===== config.mk =====
export PLATFORM = sky130hd
export DESIGN_NAME = alu_mdu
export DESIGN_NICKNAME = d
export VERILOG_FILES = /design/src/rtl/alu_mdu.sv
export SDC_FILE = /design/constraint.sdc
export NUM_CORES = 1
export LEC_CHECK = 0
export ABC_AREA = 0
export BUFFER_PORTS_ARGS = -buffer_cell sky130_fd_sc_hd__buf_2
export CORE_ASPECT_RATIO = 0.6
export CORE_MARGIN = 2
export CORE_UTILIZATION = 25
export CTS_CLUSTER_SIZE = 10
export DETAILED_ROUTE_END_ITERATION = 8
export SLEW_MARGIN = 20
export SYNTH_ARGS = -nofsm -noshare
export SYNTH_HDL_FRONTEND = slang
export SYNTH_SLANG_ARGS = --single-unit

===== constraint.sdc =====
create_clock -name clk -period 5.9 [get_ports clk]
set_clock_uncertainty 0.2 [all_clocks]
set_input_delay 0.295 -clock clk [delete_from_list [all_inputs] [get_ports clk]]
set_output_delay 0.295 -clock clk [all_outputs]
set_load 0.02 [all_outputs]

===== src/rtl/alu_mdu.sv =====
// RV32-style ALU with iterative M-extension multiply/divide behind a valid/ready handshake.
// Base ops finish in one registered cycle; MUL/DIV iterate one bit per cycle, then a FIX cycle.
module alu_mdu #(
  parameter int XLEN = 32,
  parameter int SHW  = $clog2(XLEN)
) (
  input  logic            clk,
  input  logic            rst,
  input  logic            in_valid,
  output logic            in_ready,
  input  logic [XLEN-1:0] a,
  input  logic [XLEN-1:0] b,
  input  logic [SHW-1:0]  shamt,
  input  logic [4:0]      alufn,
  output logic            out_valid,
  input  logic            out_ready,
  output logic [XLEN-1:0] out,
  output logic            cf,
  output logic            zf,
  output logic            vf,
  output logic            sf,
  output logic            busy
);

  typedef enum logic [1:0] {IDLE, MUL, DIV, FIX} state_t;

  state_t                state, state_nx;
  logic                  accept, m_op, is_div, div0, iter_start;
  logic                  sgn_a, sgn_b, sa, sb;
  logic [SHW-1:0]        cnt;
  logic [2*XLEN-1:0]     prod;
  logic [2*XLEN-1:0]     prod_s;
  logic [XLEN-1:0]       opr;
  logic                  neg_q, neg_r;
  logic [2:0]            fn_r;
  logic [XLEN:0]         mul_sum, div_try;

  logic [XLEN-1:0]        bx, sum;
  logic                   cout, ovf;
  logic signed [XLEN-1:0] a_s;
  logic [XLEN-1:0]        imm_res, fix_res;
  logic [3:0]             imm_flg;

  function automatic logic [XLEN-1:0] cneg(input logic [XLEN-1:0] v, input logic n);
    return n ? -v : v;
  endfunction

  function automatic logic [2*XLEN-1:0] cneg2(input logic [2*XLEN-1:0] v, input logic n);
    return n ? -v : v;
  endfunction

  assign m_op       = alufn[4] & ~alufn[3];
  assign is_div     = alufn[2];
  assign div0       = m_op & is_div & (b == '0);
  assign in_ready   = !rst && (state == IDLE) && (!out_valid || out_ready);
  assign accept     = in_valid & in_ready;
  assign iter_start = accept & m_op & ~div0;
  assign busy       = (state != IDLE);

  // Shared adder: subtraction when alufn[0] is set, also feeds SLT/SLTU
  assign bx  = alufn[0] ? ~b : b;
  assign {cout, sum} = {1'b0, a} + {1'b0, bx} + {{XLEN{1'b0}}, alufn[0]};
  assign ovf = a[XLEN-1] ^ bx[XLEN-1] ^ sum[XLEN-1] ^ cout;
  assign a_s = a;

  // Operand signedness: divides are signed unless alufn[0]; MULH/MULHSU sign-extend a, MULH also b
  assign sgn_a = is_div ? ~alufn[0] : (alufn[1:0] == 2'b01 || alufn[1:0] == 2'b10);
  assign sgn_b = is_div ? ~alufn[0] : (alufn[1:0] == 2'b01);
  assign sa    = sgn_a & a[XLEN-1];
  assign sb    = sgn_b & b[XLEN-1];

  always_comb begin
    imm_res = '0;
    imm_flg = 4'b0000;
    if (!alufn[4]) begin
      case (alufn[3:0])
        4'b0000, 4'b0001: begin
          imm_res = sum;
          imm_flg = {cout, sum == '0, ovf, sum[XLEN-1]};
        end
        4'b0011: imm_res = b;
        4'b0100: imm_res = a | b;
        4'b0101: imm_res = a & b;
        4'b0111: imm_res = a ^ b;
        4'b1000: imm_res = a << shamt;
        4'b1001: imm_res = a >> shamt;
        4'b1010: imm_res = a_s >>> shamt;
        4'b1101: imm_res = {{(XLEN-1){1'b0}}, sum[XLEN-1] != ovf};
        4'b1111: imm_res = {{(XLEN-1){1'b0}}, ~cout};
        default: imm_res = '0;
      endcase
    end else if (div0) begin
      imm_res = alufn[1] ? a : '1;
      imm_flg = {1'b0, imm_res == '0, 2'b00};
    end
  end

  assign mul_sum = {1'b0, prod[2*XLEN-1:XLEN]} + (prod[0] ? {1'b0, opr} : '0);
  assign div_try = prod[2*XLEN-1:XLEN-1] - {1'b0, opr};

  always_comb begin
    prod_s = cneg2(prod, neg_q);
    if (fn_r[2])
      fix_res = fn_r[1] ? cneg(prod[2*XLEN-1:XLEN], neg_r) : cneg(prod[XLEN-1:0], neg_q);
    else
      fix_res = (fn_r[1:0] == 2'b00) ? prod_s[XLEN-1:0] : prod_s[2*XLEN-1:XLEN];
  end

  always_ff @(posedge clk) begin
    if (rst) state <= IDLE;
    else     state <= state_nx;
  end

  always_comb begin
    state_nx = state;
    case (state)
      IDLE:     if (iter_start) state_nx = is_div ? DIV : MUL;
      MUL, DIV: if (cnt == SHW'(XLEN-1)) state_nx = FIX;
      FIX:      state_nx = IDLE;
      default:  state_nx = IDLE;
    endcase
  end

  // Iteration datapath: prod holds {hi, lo} product, or {remainder, dividend/quotient}
  always_ff @(posedge clk) begin
    if (iter_start) begin
      prod  <= {{XLEN{1'b0}}, is_div ? cneg(a, sa) : cneg(b, sb)};
      opr   <= is_div ? cneg(b, sb) : cneg(a, sa);
      neg_q <= sa ^ sb;
      neg_r <= sa;
      fn_r  <= alufn[2:0];
      cnt   <= '0;
    end else if (state == MUL) begin
      prod <= {mul_sum, prod[XLEN-1:1]};
      cnt  <= cnt + SHW'(1);
    end else if (state == DIV) begin
      if (!div_try[XLEN]) prod <= {div_try[XLEN-1:0], prod[XLEN-2:0], 1'b1};
      else                prod <= {prod[2*XLEN-2:0], 1'b0};
      cnt <= cnt + SHW'(1);
    end
  end

  // Output register: held while out_valid && !out_ready
  always_ff @(posedge clk) begin
    if (rst) begin
      out       <= '0;
      {cf, zf, vf, sf} <= 4'b0000;
      out_valid <= 1'b0;
    end else if (state == FIX) begin
      out       <= fix_res;
      {cf, zf, vf, sf} <= {1'b0, fix_res == '0, 2'b00};
      out_valid <= 1'b1;
    end else if (accept && !iter_start) begin
      out       <= imm_res;
      {cf, zf, vf, sf} <= imm_flg;
      out_valid <= 1'b1;
    end else if (out_ready) begin
      out_valid <= 1'b0;
    end
  end

endmodule

==> Word-level counts from Yosys, hierarchy flattened <==
Index checks and enable logic that the tools add are counted.
{ "totals": {"word_cells": 128, "input_bits": 78, "output_inout_bits": 39, "ff_bits": 145} }
{ "classes": {"mux": 38, "n_eq_ne": 19, "addsub": 10, "reduce_logical": 24, "n_bitwise": 20, "shifts": 3} }
{ "op_table": {"columns": ["op", "n"], "rows": [
  ["$mux 32", 17],
  ["$pmux 32 s10", 1],
  ["$mux 64", 4],
  ["$logic_not 32->1", 4],
  ["$neg 32->32", 4],
  ["$add 32x32->33", 2],
  ["$neg 64->64", 1],
  ["$add 33x1->33", 1],
  ["$sub 33x32->33", 1],
  ["$and 32x32->32", 1],
  ["$not 32->32", 1],
  ["$or 32x32->32", 1],
  ["$shl 32x5->32", 1],
  ["$shr 32x5->32", 1],
  ["$sshr 32x5->32", 1],
  ["$xor 32x32->32", 1],
  ["$eq 4x4->1 const B", 5],
  ["$eq 4x3->1 const B", 3],
  ["$mux 5", 2],
  ["$and 1x1->1", 8],
  ["$mux 4", 2],
  ["$mux 1", 7],
  ["$eq 2x2->1 const B", 3],
  ["$mux 2", 3],
  ["other kinds (20)", 39]
]} }

==> Depth between registers and ports, before layout <==
Gate-level depths: netlist of the first run.
{ "depth": {"word_depth": 11, "ltp_mapped": 16, "depth_no_buf": 14} }

==> Least setup slack after synthesis of the first run <==
OpenSTA, ideal clock, no wires.
{ "synth_timing": {"path_type": "input-to-reg", "start": "in alufn[0]", "end": "reg zf", "path_slack_ns": 1.539, "path_buffers": 3, "cell_stages": 15, "t_arrival_ns": 4.074, "required_time_ns": 5.613, "setup_time_ns": 0.087, "cell_sequence": "clkbuf_1 > clkbuf_1 > xor2_1 > ha_1 > a21o_1 > or3_1 > o21ai_1 > o21ai_1 > clkbuf_1 > a2111oi_0 > nor3_1 > and4b_1 > nand4_1 > or4_1 > o31ai_1"} }
{ "synth_via": {"elab_chain_cells": 8, "word_cells_on_any_way": 11, "cone_classes": "2 x add/sub; 1 x eq/ne; 5 x mux; 3 x reduce/logical"} }
{ "synth_rtl": {"columns": ["element", "line_no", "source"], "rows": [
  ["start, declared", "14", "input logic [4:0] alufn,"],
  ["$mux 32", "61", "assign bx = alufn[0] ? ~b : b;"],
  ["$add 32x32->33", "62", "assign {cout, sum} = {1'b0, a} + {1'b0, bx} + {{XLEN{1'b0}}, alufn[0]};"],
  ["$add 33x1->33", "62", null],
  ["$logic_not 32->1", "79", "imm_flg = {cout, sum == '0, ovf, sum[XLEN-1]};"],
  ["$mux 4 *", "76", "case (alufn[3:0])"],
  ["$mux 4 *", "75", "if (!alufn[4]) begin"],
  ["$mux 1 *", "153", "end else if (accept && !iter_start) begin"],
  ["$mux 1 *", "149", "end else if (state == FIX) begin"],
  ["end signal, assigned", "151", "{cf, zf, vf, sf} <= {1'b0, fix_res == '0, 2'b00};"],
  ["end signal, assigned", "155", "{cf, zf, vf, sf} <= imm_flg;"],
  ["end, declared", "19", "output logic zf,"]
]} }
Mark *: on every way between the ends. The rest lies on a longest branch, timed or not. The select of a mux whose other input is x is not followed.
A chain may end at the register's enable or synchronous reset.

==> Worst setup path in the final report of the first run <==
{ "layout_timing": {"start": "reg prod[31]", "end": "reg prod[56]"} }
{ "layout_via": {"elab_chain_cells": 4} }
{ "layout_rtl": {"columns": ["element", "line_no", "source"], "rows": [
  ["start, declared", "31", "logic [2*XLEN-1:0] prod;"],
  ["start signal, assigned", "127", "prod <= {{XLEN{1'b0}}, is_div ? cneg(a, sa) : cneg(b, sb)};"],
  ["start signal, assigned", "134", "prod <= {mul_sum, prod[XLEN-1:1]};"],
  ["start signal, assigned", "137", "if (!div_try[XLEN]) prod <= {div_try[XLEN-1:0], prod[XLEN-2:0], 1'b1};"],
  ["$sub 33x32->33", "99", "assign div_try = prod[2*XLEN-1:XLEN-1] - {1'b0, opr};"],
  ["$mux 64", "137", null],
  ["$mux 64", "136", "end else if (state == DIV) begin"],
  ["$mux 64", "133", "end else if (state == MUL) begin"]
]} }
Every way passes these cells. The select of a mux whose other input is x is not followed.

==> flow_summary.json, run 1 <==
{
  "status": "complete, no violations",
  "end_kind": "flop",
  "drv_slew": 0,
  "ys_seq_elements": 145,
  "synth_flop_cell": "dfxtp_1",
  "drt-initial-drc-count": 4986,
  "synth_edf_count": 69,
  "htreeDepth": 4,
  "cts_buffers": 17,
  "cp-start-kind": "flop",
  "crit_required_ps": 6050,
  "antenna_left": 0,
  "gr-total-overflow": 0,
  "ctsHoldBuffers": 0,
  "synth-seq-area-share_pct": 15.55,
  "rsz0062_at_grt": "no",
  "tightest_slew_ps": 1241,
  "synth.area.top_cells": "ha_1 9.4%, edfxtp_1 9.0%, dfxtp_1 6.6%, mux4_2 5.8%, mux2i_1 5.5%",
  "routed_via_density": 6.184,
  "ys_warn_count": 0,
  "grt_pass1_wl_um": 167300,
  "die_y_um": 239.5,
  "path_max_fanout": 12,
  "crit_arrival_ps": 5730,
  "yosys.area.top_type": "ha_1",
  "synth_area_mm2": 0.02310,
  "fin_setup_tns_ps": 0,
  "port_buffers": 116,
  "final_common_cell": "nor2_1",
  "cts_root_buf": "clkbuf_16",
  "syn_to_final_growth_pct": 11.15,
  "io-pin-count": 117,
  "max_cap_viol_count": 0,
  "power.density_mw_per_mm2": 379.4,
  "layoutNonFillerInstCount": 4319,
  "dr_total_vias": 26710,
  "synth_area_per_cell_um2": 7.453,
  "cts_tree": "done",
  "drc": 0,
  "cts_resized": 0,
  "clk_latency_ps": 450,
  "start_util_pct": 25.20,
  "path_class": "reg2reg",
  "track_usage_pct": 23.63,
  "p_leak_nw": 9.958,
  "clock.fmax_mhz": 179.1,
  "period_minus_slack_ps": 5583,
  "final_cell_mix": "292 x nor2_1, 256 x nand2_1, 240 x a21oi_1, 209 x o21ai_0, 172 x ha_1",
  "ir_drop_mv": 0.2275,
  "hold_viol": 0,
  "place_inst": 4284,
  "die_area_mm2": 0.09494,
  "grt_max_degree": 70,
  "dpl.hpwl_um": 92440,
  "core_mm2": 0.09168,
  "drive_above_1_share_pct": 10.93,
  "min_path_type": "in2reg",
  "drt_first_pass_iters": 9,
  "gp_congestion": 1.142,
  "fin_crit_sh_pct": 94.64,
  "final_net_count": 3326,
  "ys_types": 91,
  "antenna_found_initial": 4,
  "synthesis.nets": 3355,
  "setup_viol": 0,
  "yosys.area.top_type_share_pct": 9.423,
  "wl_per_cell_um": 26.90,
  "grt_pass1_vias": 23470,
  "num_rows": 86,
  "clock_sinks": 145,
  "drt-total-wl_um": 116200,
  "netlist_instances": 3100,
  "postCtsSetupRepairBufs": 0,
  "relSlewSlack_pct": 17.23,
  "clkTransAtPathRegs_ps": 70,
  "synthArstFlopShare_pct": 0,
  "die_w_um": 396.5,
  "clock_path_buffers": 2
}
sequential cells by signal, summed over array words and instances, names as in the netlist:
signal,cells
neg_r,1
cf,1
zf,1
fn_r,3
neg_q,1
state,2
vf,1
out_valid,1
sf,1
opr,32
out,32
cnt,5
prod,64
cell usage after synthesis (30+ instances only):
cell type and n:
nor4_1 48, nor3_1 90, ha_1 174, dfxtp_1 76
a21o_1 48, mux4_2 60, inv_1 145, mux2i_1 128
xnor2_1 130, edfxtp_1 69, o31ai_1 40, nand2_1 256
a31oi_1 57, nor2_1 293, xor2_1 74, nand4_1 33
o211ai_1 44, a21oi_1 241, a211oi_1 47, nand3_1 53
clkbuf_1 215, o21a_1 30, o21ai_0 211, or3_1 47
power breakdown:
part	switching [mW]	internal (mW)	total, mW
clock	0.514	0.712	1.23
sequential	0.690	1.49	2.18
combinational	3.98	2.36	6.34
total	5.19	4.55	9.74
worst max-delay path, cell delays in order, from the launching register on:
cell and delay (ps):
edfxtp_1 340, inv_1 170, ha_1 290, fa_1 400, nor2b_1 170, o31a_1 200
o211ai_1 250, a21o_1 270, a211o_1 380, a2111oi_1 970, or4b_1 270, nand3_1 660
buf_4 450, a311o_1 310, o21a_1 160
layout make-up:
class | count | area [um2]
clock buffers | 20 | 467.9
fillers | 10060 | 66000
flip-flops and latches | 145 | 3593
repair buffers | 201 | 1274
multi-input cells | 2556 | 18070
inverters | 150 | 563.0
well taps | 1232 | 1541
diodes | 3 | 7.507
clock inverters | 12 | 166.4
worst paths after layout:
path,start,end,slack [ps],depth (start not counted)
max,prod[31],prod[56],320,14
min,out_ready,out_valid,90,3
max reg2reg,prod[31],prod[56],320,14
min reg2reg,cnt[3],cnt[3],310,2
routing by layer:
metal / wire length, um / track usage (%) / share of wire (%) / up-vias
met5: 116 / 0.8673 / 0.10 / -
met4: 1952 / 4.136 / 1.7 / 2
met3: 20940 / 11.77 / 18 / 135
met2: 39540 / 27.45 / 34 / 2017
met1: 53620 / 36.76 / 46 / 12930
li1: - / - / - / 11620
stage by stage:
step	instance area, um2	setup WS, ps	total power, mW	hold slack (ps)	util (%)
2_1_floorplan	23100	1539	6.237	193.9	-
3_3_place_gp	25020	838.0	8.155	281.9	27.29
3_5_place_dp	25030	497.0	8.203	302.7	27.30
4_1_cts	25660	529.5	9.452	55.98	27.99
5_1_grt	25670	145.5	10.33	93.33	28.00
6_report	25680	316.5	9.742	89.84	28.01
cell families after synthesis:
family	synth area share, %
flip-flops	15.55
multiplexers	11.54
XOR/XNOR	7.734
AND/OR/NAND/NOR	20.46
adder cells (fa/ha/maj)	9.683
AO/OA/AOI/OAI	28.48
buffers and inverters	6.547
Power figures use the tool's default switching activity.
==> inputs of run 2 (changes only) <==
ABC_AREA = 1   (was 0)
CELL_PAD_IN_SITES_DETAIL_PLACEMENT = 0   (was default)
CELL_PAD_IN_SITES_GLOBAL_PLACEMENT = 2   (was default)
PLACE_DENSITY_LB_ADDON = 0.1   (was default)
==> run 2 against run 1 <==
Sequential share of layout area shrank 0.66 points. Area after synthesis rose by 5.7%. Total power up 5.3%. Via count increased by 14%. Sequential power fell by 4%. Synthesized cell count up 35%. Fmax increased by 24%. Setup slack better by 1100 ps. Non-clock buffer count shrank 10. Critical endpoint is now zf. Highest routed layer is now met4.
==> flow_summary.json, run 2 <==
{
  "antenna_left": 0,
  "num_rows": 88,
  "cts_tree": "done",
  "yosys.area.top_type_share_pct": 17.60,
  "yosysMostFrequentCell": "nand2_1",
  "largest-register": "prod",
  "ir_drop_mv": 0.2838,
  "final_net_count": 4448,
  "postLayoutCoreUtil_pct": 27.94,
  "gp_congestion": 1.050,
  "highest_layer": "met4",
  "p_seq_share_pct": 20.4,
  "swShare_pct": 60.02,
  "r2r_cells": 17,
  "die_w_um": 407.4,
  "drt_first_pass_iters": 6,
  "largest_register_ffs": 64,
  "synthesis.nets": 4443,
  "postCtsSetupRepairBufs": 0,
  "relSlewSlack_pct": 24.03,
  "die_y_um": 246.1,
  "core_mm2": 0.09645,
  "finalWorstSetupSlack_ps": 1395,
  "clock_path_buffers": 2,
  "synth_flop_cell": "dfxtp_1",
  "final_cell_mix": "1145 x nand2_1, 434 x nor2_1, 418 x inv_1, 418 x o21ai_0, 275 x a21oi_1",
  "synthArstFlopShare_pct": 0,
  "wl_per_cell_um": 29.92,
  "fin_setup_tns_ps": 0,
  "ys_seq_elements": 145,
  "htreeDepth": 4,
  "drc": 0,
  "synth_common_cells": "1145 x nand2_1, 436 x nor2_1, 422 x inv_1",
  "p_leak_nw": 12.25,
  "final_common_cell": "nand2_1",
  "p_total_mw": 10.26,
  "hold_viol": 0,
  "grt_max_degree": 76,
  "r2r-end": "zf",
  "drt-initial-drc-count": 4133,
  "cts_root_buf": "clkbuf_16",
  "clock.fmax_mhz": 222.0,
  "p_int_mw": 4.101,
  "pre_cts_slack_ps": 1347,
  "synth_area_per_cell_um2": 5.829,
  "antenna_found_initial": 11,
  "dr_total_vias": 30420,
  "holdPathEnd": "fn_r[1]",
  "pwr-share-comb_pct": 68.2,
  "cp-start-kind": "flop",
  "fill_cells": 11240,
  "power.density_mw_per_mm2": 380.6,
  "drv_slew": 0,
  "drt-total-wl_um": 165000,
  "syn_to_final_growth_pct": 10.40,
  "tightest_slew_ps": 1138,
  "fin_crit_sh_pct": 76.35,
  "start_util_pct": 25.31,
  "die_area_mm2": 0.1003,
  "grt_pass1_vias": 26760,
  "gr-total-overflow": 0,
  "ff2ff_setup_slack_ps": 1400,
  "clk_latency_ps": 500,
  "yosys.area.top_type": "nand2_1",
  "cts_buffers": 17,
  "crit_required_ps": 6140,
  "setup_viol": 0,
  "status": "complete, no violations",
  "min_path_type": "in2reg",
  "ys_types": 68,
  "met1_length_um": 90400,
  "synth_area_mm2": 0.02441,
  "dpl.hpwl_um": 137700,
  "pwr-share-clk_pct": 11.4,
  "clock_sinks": 145,
  "path_max_fanout": 5,
  "synth-seq-area-share_pct": 14.72,
  "synth.area.top_cells": "nand2_1 18%, ha_1 8.9%, o21ai_0 8.6%, edfxtp_1 8.5%, nor2_1 6.7%",
  "whs_path_depth": 1,
  "routed_via_density": 5.516,
  "hp-start": "alufn[1]",
  "crit_arrival_ps": 4750,
  "ys_warn_count": 0,
  "route.met2.wl_um": 50500,
  "clkTransAtPathRegs_ps": 70,
  "r2r_start": "prod[29]",
  "rsz0062_at_grt": "no",
  "wl_met3_um": 22740,
  "track_usage_pct": 32.02,
  "path_class": "reg2reg",
  "port_buffers": 116,
  "netlist_instances": 4188,
  "grt_pass1_wl_um": 224900,
  "io-pin-count": 117,
  "end_kind": "flop",
  "whs_ps": 114.7,
  "period_minus_slack_ps": 4505,
  "switchingPower_mw": 6.157,
  "synth_edf_count": 69,
  "drive_above_1_share_pct": 7.038,
  "max_cap_viol_count": 0,
  "largestRegisters": "prod x64, opr x32, out x32"
}
## run 2: power by group through the flow
stage / Clock, mW / Combinational [mW] / Sequential [mW]
5_1_grt: 1.23 / 7.64 / 2.13
4_1_cts: 1.19 / 6.78 / 2.07
3_3_place_gp: 0 / 6.83 / 2.10
3_5_place_dp: 0 / 6.75 / 2.09
6_report: 1.17 / 7.00 / 2.09
2_1_floorplan: 0 / 4.38 / 1.78
## run 2: final cells by class
type	instances	area [um2]	share of cell area, %
sequential	145	3593	13.33
inverter	437	1642	6.091
tap	1305	1633	6.058
multi-input combinational	3401	18320	67.97
clock inverter	8	66.31	0.2460
timing repair buffer	191	1174	4.355
antenna	4	10.01	0.03714
clock buffer	24	515.5	1.913
## run 2: cell families (layout without fill, tap and decap cells)
logic type	count (synthesis)	in the layout	synth area share, %
adder cells (fa/ha/maj)	177	177	9.164
buffers and inverters	642	660	10.34
XOR/XNOR	186	186	6.673
multiplexers	19	19	0.7790
flip-flops	145	145	14.72
other	0	4	0
AO/OA/AOI/OAI	1033	1033	24.39
AND/OR/NAND/NOR	1986	1986	33.93
## run 2: worst max path at each step
stage	end	slack [ps]	depth (start not counted)	from
6_report	zf	1400	17	prod[29]
5_1_grt	prod[49]	1190	17	prod[0]
4_1_cts	prod[49]	1570	17	prod[0]
3_5_place_dp	out[3]	1350	19	alufn[1]
3_3_place_gp	out[9]	1320	14	shamt[0]
2_1_floorplan	prod[1]	2070	11	state[0]
## run 2: per-stage QoR
step,instances,area (um2)
6_report,5515,26950
5_1_grt,5511,26940
4_1_cts,5511,26940
3_5_place_dp,5477,26340
3_3_place_gp,5476,26330
2_1_floorplan,4188,24410
## run 2: repair_timing
| action | in CTS | in global routing |
|---|---|---|
| endpoints found under the hold margin | 6 | 0 |
| hold buffers | 2 | 0 |
| gates resized for setup | 0 | 0 |
## run 2: metal layers
| metal | track usage [%] | vias up |
|---|---|---|
| met3 | 13.70 | 52 |
| met2 | 34.06 | 1532 |
| met5 | 0 | - |
| met4 | 3.203 | 0 |
| li1 | - | 14080 |
| met1 | 54.45 | 14760 |
## run 2: critical path, stage by stage, from the launching register on
cell      delay [ps]
edfxtp_1         460
nor2_1           610
nand2_1          210
nor2_1           310
nand4_1          130
nand2_1          410
nand3_1          130
nand3_1          120
nand2_1           60
a21oi_1          740
nand3_1          200
nor2_1           140
nand2_1           70
nor2_1           150
nand3_1          240
nand3_1          160
nand2_1           60
inv_1             50
